`src/rtl/pfa_pkg.sv`:
```
// Shared types for the pfa32 adder arbiter.
// Word width, adder response bundle and carry helper.
package pfa_pkg;

    localparam int DATA_W = 32;

    typedef logic [DATA_W-1:0] word_t;

    typedef struct packed {
        word_t sum;
        logic  carry;
    } add_rsp_t;

    // The adder has no carry port, so rebuild it from the operand/sum MSBs.
    function automatic logic carry_out(
        input word_t a,
        input word_t b,
        input word_t s
    );
        logic am;
        logic bm;
        logic sm;
        am = a[DATA_W-1];
        bm = b[DATA_W-1];
        sm = s[DATA_W-1];
        return (am & bm) | ((am ^ bm) & ~sm);
    endfunction

endpackage

```
`src/rtl/pfa32.sv`:
```
// 32-bit ripple-carry adder, sum only, no carry-in/out ports.
// Shared arithmetic resource behind pfa32_arbiter.
module pfa32 (
    input  logic [31:0] a,
    input  logic [31:0] b,
    output logic [31:0] sum
);

    logic [31:0] c;

    assign c[0] = 1'b0;

    for (genvar i = 0; i < 32; i++) begin : g_bit
        assign sum[i] = a[i] ^ b[i] ^ c[i];
        if (i < 31) begin : g_cy
            assign c[i+1] = (a[i] & b[i]) | ((a[i] ^ b[i]) & c[i]);
        end
    end

endmodule

```
`src/rtl/rr_arbiter.sv`:
```
// Combinational round-robin pick: first valid request at or after rr_ptr.
// Rotate the request vector by the pointer, then a fixed priority search.
module rr_arbiter #(
    parameter int NUM_REQ = 4,
    parameter int ID_W    = $clog2(NUM_REQ)
) (
    input  logic [NUM_REQ-1:0] req,
    input  logic [ID_W-1:0]    rr_ptr,
    output logic [ID_W-1:0]    gnt_idx,
    output logic               gnt_any
);

    logic [NUM_REQ-1:0] rot;
    logic [ID_W-1:0]    off;
    logic [ID_W:0]      pos;

    always_comb begin
        rot = NUM_REQ'({req, req} >> rr_ptr);
        off = '0;
        for (int k = NUM_REQ - 1; k >= 0; k--) begin
            if (rot[k]) begin
                off = ID_W'(k);
            end
        end
        pos = {1'b0, rr_ptr} + {1'b0, off};
        if (pos >= (ID_W+1)'(NUM_REQ)) begin
            pos = pos - (ID_W+1)'(NUM_REQ);
        end
        gnt_idx = pos[ID_W-1:0];
        gnt_any = |req;
    end

endmodule

```
`src/rtl/pfa32_arbiter.sv`:
```
// Round-robin sharing of one pfa32 adder among NUM_REQ requesters,
// with a single registered, backpressured response stage.
module pfa32_arbiter
    import pfa_pkg::*;
#(
    parameter  int NUM_REQ = 4,
    localparam int ID_W    = $clog2(NUM_REQ)
) (
    input  logic               clk,
    input  logic               rst_n,
    input  logic [NUM_REQ-1:0] req_valid,
    input  logic [31:0]        req_a [NUM_REQ],
    input  logic [31:0]        req_b [NUM_REQ],
    output logic [NUM_REQ-1:0] req_ready,
    output logic               rsp_valid,
    output logic [31:0]        rsp_sum,
    output logic               rsp_carry,
    output logic [ID_W-1:0]    rsp_id,
    input  logic               rsp_ready
);

    logic [ID_W-1:0] rr_ptr;
    logic [ID_W-1:0] nxt_ptr;
    logic [ID_W-1:0] gnt_idx;
    logic            gnt_any;
    logic            accept;
    logic            fire;

    word_t    op_a;
    word_t    op_b;
    word_t    add_sum;
    add_rsp_t nxt_rsp;

    add_rsp_t        rsp_q;
    logic [ID_W-1:0] id_q;
    logic            valid_q;

    rr_arbiter #(
        .NUM_REQ (NUM_REQ),
        .ID_W    (ID_W)
    ) u_arb (
        .req     (req_valid),
        .rr_ptr  (rr_ptr),
        .gnt_idx (gnt_idx),
        .gnt_any (gnt_any)
    );

    assign accept = ~valid_q | rsp_ready;
    assign fire   = gnt_any & accept;

    always_comb begin
        req_ready = '0;
        if (fire) begin
            req_ready[gnt_idx] = 1'b1;
        end
    end

    assign op_a = req_a[gnt_idx];
    assign op_b = req_b[gnt_idx];

    pfa32 u_add (
        .a   (op_a),
        .b   (op_b),
        .sum (add_sum)
    );

    always_comb begin
        nxt_rsp.sum   = add_sum;
        nxt_rsp.carry = carry_out(op_a, op_b, add_sum);
        if (gnt_idx == ID_W'(NUM_REQ - 1)) begin
            nxt_ptr = '0;
        end else begin
            nxt_ptr = gnt_idx + 1'b1;
        end
    end

    // Fill wins over drain, so a simultaneous accept/refill has no bubble.
    always_ff @(posedge clk) begin
        if (!rst_n) begin
            rsp_q   <= '0;
            id_q    <= '0;
            valid_q <= 1'b0;
            rr_ptr  <= '0;
        end else if (fire) begin
            rsp_q   <= nxt_rsp;
            id_q    <= gnt_idx;
            valid_q <= 1'b1;
            rr_ptr  <= nxt_ptr;
        end else if (rsp_ready) begin
            valid_q <= 1'b0;
        end
    end

    assign rsp_valid = valid_q;
    assign rsp_sum   = rsp_q.sum;
    assign rsp_carry = rsp_q.carry;
    assign rsp_id    = id_q;

    a_gnt_onehot : assert property (@(posedge clk) $onehot0(req_ready));

endmodule
```
`config.mk`:
```
export PLATFORM = sky130hd
export DESIGN_NAME = pfa32_arbiter
export DESIGN_NICKNAME = d
export VERILOG_FILES = /design/src/rtl/pfa_pkg.sv /design/src/rtl/pfa32.sv /design/src/rtl/rr_arbiter.sv /design/src/rtl/pfa32_arbiter.sv
export SDC_FILE = /design/constraint.sdc
export NUM_CORES = 1
export LEC_CHECK = 0
export CORE_AREA = 2 2 116 118
export CTS_BUF_LIST = sky130_fd_sc_hd__clkbuf_4 sky130_fd_sc_hd__clkbuf_8
export DETAILED_ROUTE_END_ITERATION = 10
export DIE_AREA = 0 0 118 120
export GPL_TIMING_DRIVEN = 0
export PLACE_DENSITY = 0.89
export SYNTH_ARGS = -nofsm -noshare
export SYNTH_HDL_FRONTEND = slang
export SYNTH_SLANG_ARGS = --single-unit
```
`constraint.sdc`:
```
create_clock -name clk -period 22 [get_ports clk]
set_input_delay 4.4 -clock clk [delete_from_list [all_inputs] [get_ports clk]]
set_output_delay 4.4 -clock clk [all_outputs]
set_load 0.01 [all_outputs]
```
==> summary.txt <==
Status
  – Outcome: finished clean

Min path
  – Worst hold endpoint: rsp_id[0]$_SDFFE_PN0P_
  – Hold Path Origin: rsp_id[0]$_SDFFE_PN0P_
  – Min-delay worst type: reg -> reg
  – Worst Hold Path Cells: 2

GRT
  – Gr busiest metal: met2
  – Met2 Use GR: 43.57%
  – Initial antenna violation count: 0
  – First-pass GRT wire length: 25,700 um
  – Met3 Use GR: 4.420%
  – Congestion Overflow GR: 0
  – Total track usage: 23.15%
  – Vias in the first global route: 4,928
  – Largest net degree at the start of global routing: 12
  – Met1 usage: 26.30%

Worst setup path
  – Worst EP arrival: 21.29 ns
  – R2R Setup Slk: 5.17 ns
  – R2R cell count: 44
  – CP peak stage delay: 0.61 ns
  – Critical path fanouts, max: 10
  – Most frequent CP cell: fa_1
  – Critical Path RT: 22.17 ns
  – Worst r2r dst: rsp_sum[31]$_SDFFE_PN0P_
  – R2r startpoint: rr_ptr[0]$_SDFFE_PN0P_
  – Worst path slowest cell: clkbuf_1
  – Worst setup path class: in -> reg
  – Startpoint types: input port
  – Crit end category: flip-flop

Synth
  – Yosys top cell by area: mux2i_1
  – Ranking of synthesized cells by area: mux2i_1 31%, dfxtp_1 17%, fa_1 14%, mux2_2 9.4%, o211a_1 6.1%
  – Mapped Cells: 424
  – Synth Register Bits: 38
  – Seq/Total Area, Yosys: 17.15%
  – Post-synth cell types: 34
  – Mapped Avg Cell Area: 10.46 um^2
  – Mapped Area: 4437 um^2
  – YS warnings: 0
  – Syn nets: 724
  – Post-synth top area share: 31.13%

Placed design
  – Pre-CTS setup slack: 0.2463 ns
  – Placed Area: 7650 um^2
  – Buffers added on ports: 299
  – Placer Congestion: 0.9402
  – Placed cells: 899
  – Dpl hpwl: 14,440 um

Final layout
  – Layout cells sized above 1: 10.81%
  – Layout area overhead: 74.62%
  – Antenna diodes: 0
  – Post-Layout Cell Count: 907
  – Net count, final: 1,030
  – Final Cell Area: 7747 um^2

Clock tree
  – Clk_lat worst skew: 0.29 ns
  – H-tree levels: 2
  – Post-CTS Resized: 0
  – Clock-pin transition on the worst setup and hold timing paths: 0.07 ns
  – Clock root cell: clkbuf_8
  – Hold-fix buffers at CTS: 0
  – CTS buffer count: 5
  – CTS tree: done
  – Max clock buf depth: 2
  – Post-CTS setup buffer count: 0
  – Clk sinks: 38

STA
  – Worst-Margin Slew: 0.9996 ns
  – Hold violation count in the final report: 0
  – Pins over their slew limit: 0
  – Final min period: 21.12 ns
  – Final WS setup: 0.8841 ns
  – Relative slew slack: 33.36%
  – RSZ-0062 raised after global routing: false
  – Final Setup Violations: 0
  – Setup TNS: 0 ns
  – Clk_skew: 0.01046 ns
  – FMAX: 47.36 MHz
  – Final Cycle Share: 95.98%

Die
  – Die ar.: 14,160 um^2
  – Initial Utilization: 34.18%
  – Rows: 42
  – Top Ports: 303
  – Die width: 118 um
  – Core ar.: 12,980 um^2
  – Die Ht: 120 um

Detailed routing
  – DR pass1 iterations: 4
  – Wire per inst: 18.34 um
  – Initial DRC count: 136
  – DRC: 0
  – Via Count: 4,479
  – Vias/cell: 4.938
  – Final wirelength: 16,630 um
  – Post-DRT Antenna Nets: 0

Pwr
  – Sw Pwr: 641.6 uW
  – Peak supply drop: 96.87 uV
  – Reg power frac: 8.4%
  – PD cells: 181.7 nW/um^2
  – Clock Power Share: 3.7%
  – Internal Power: 765.8 uW
  – Switching part of the total: 45.59%
  – Combinational power share: 87.9%
  – Leak Pwr: 0.003485 uW

Run
  – Max-cap viol count: 0
-- registers in the layout (all words and copies together), names as in the netlist --
register	cells
rsp_valid	1
rsp_carry	1
rr_ptr	2
rsp_id	2
rsp_sum	32
-- cells in the final DEF, fill, tap and decap left out, types with 3 or more instances in the layout --
| cell | netlist | final |
|---|---|---|
| inv_1 | 5 | 5 |
| mux2i_1 | 138 | 138 |
| nand2_1 | 44 | 44 |
| nand2b_1 | 3 | 3 |
| a21boi_0 | 8 | 8 |
| clkdlybuf4s50_1 | 0 | 299 |
| nor2_1 | 7 | 7 |
| fa_1 | 31 | 31 |
| o211a_1 | 27 | 27 |
| buf_2 | 7 | 7 |
| and2_1 | 4 | 4 |
| clkbuf_1 | 23 | 22 |
| clkbuf_8 | 0 | 6 |
| mux2_2 | 37 | 37 |
| buf_6 | 3 | 3 |
| dfxtp_1 | 38 | 38 |
| ha_1 | 6 | 6 |
| mux2_4 | 17 | 17 |
| nor2b_1 | 4 | 4 |
-- power groups by stage --
stage	logic, uW	clock network (uW)	registers [uW]
after global placement	1220	0	118
after floorplan	895	0	129
after CTS	1260	53.3	118
after detailed placement	1250	0	119
final	1240	51.5	118
after global routing	1380	56.1	121
-- worst max-delay path by stage --
stage                                          end          from  cells past startpoint
after CTS                 rsp_sum[31]$_SDFFE_PN0P_  req_valid[3]                     47
after floorplan           rsp_sum[31]$_SDFFE_PN0P_  req_valid[2]                     45
final                     rsp_sum[31]$_SDFFE_PN0P_  req_valid[3]                     45
after detailed placement  rsp_sum[31]$_SDFFE_PN0P_  req_valid[3]                     47
after global placement    rsp_sum[31]$_SDFFE_PN0P_  req_valid[3]                     48
after global routing      rsp_sum[31]$_SDFFE_PN0P_  req_valid[3]                     47
-- through the flow --
stage | hold WS [ns] | power [uW] | util [%]
floorplan | 0.4876 | 1025 | -
global placement | 0.4548 | 1334 | 58.94
detailed placement | 0.4677 | 1370 | 58.94
CTS | 0.4781 | 1428 | 59.67
global route | 0.4875 | 1559 | 59.69
finish | 0.4795 | 1407 | 59.69
-- metal layers --
metal,vias to the layer above,wire length [um]
met4,0,411
met3,29,988
met1,2121,6348
met5,-,0
li1,2133,-
met2,196,8884
-- cell families (layout without fill, tap and decap cells) --
kind of cell	after synthesis	count (layout)	share of synthesized area (%)
adders and majority gates	37	37	15.68
xor gates and xnor gates	2	2	0.5642
DFF	38	38	17.15
buffers and inverters	42	349	4.343
and+or+nand+nor	68	68	6.656
AOI/OAI and AO/OA	45	45	9.335
muxes	192	192	46.28
-- critical path: cells and delay by family --
| kind | cells | cell delay (ns) |
|---|---|---|
| compound gates | 3 | 0.62 |
| fa+ha+maj | 31 | 13.64 |
| buf+inv | 7 | 1.99 |
| mux | 2 | 0.45 |
| simple gates | 2 | 0.19 |
-- cells in the mapped netlist, drive strengths merged --
master    n
dfxtp    38
nand2b    3
buf      14
ha        6
o21ai     2
xnor2     2
or4       1
o311ai    1
clkbuf   23
nor3      1
o32ai     2
a32oi     1
mux2i   138
nor4      1
fa       31
inv       5
nor2b     4
nand3     2
nand2    44
and2      4
o211a    27
or2       1
a21oi     2
o211ai    1
a21boi    8
nor2      7
o22ai     1
mux2     54
-- cell type report --
type | count | area [um^2]
Fill cell | 1089 | 5233
Timing Repair Buffer | 299 | 2993
Clock inverter | 1 | 5.005
Tap cell | 176 | 220.2
Buffer | 37 | 176.4
Sequential cell | 38 | 760.7
Clock buffer | 7 | 90.09
Multi-Input combinational cell | 344 | 3483
Inverter | 5 | 18.77
No activity file was read; power rests on OpenSTA's default activity.
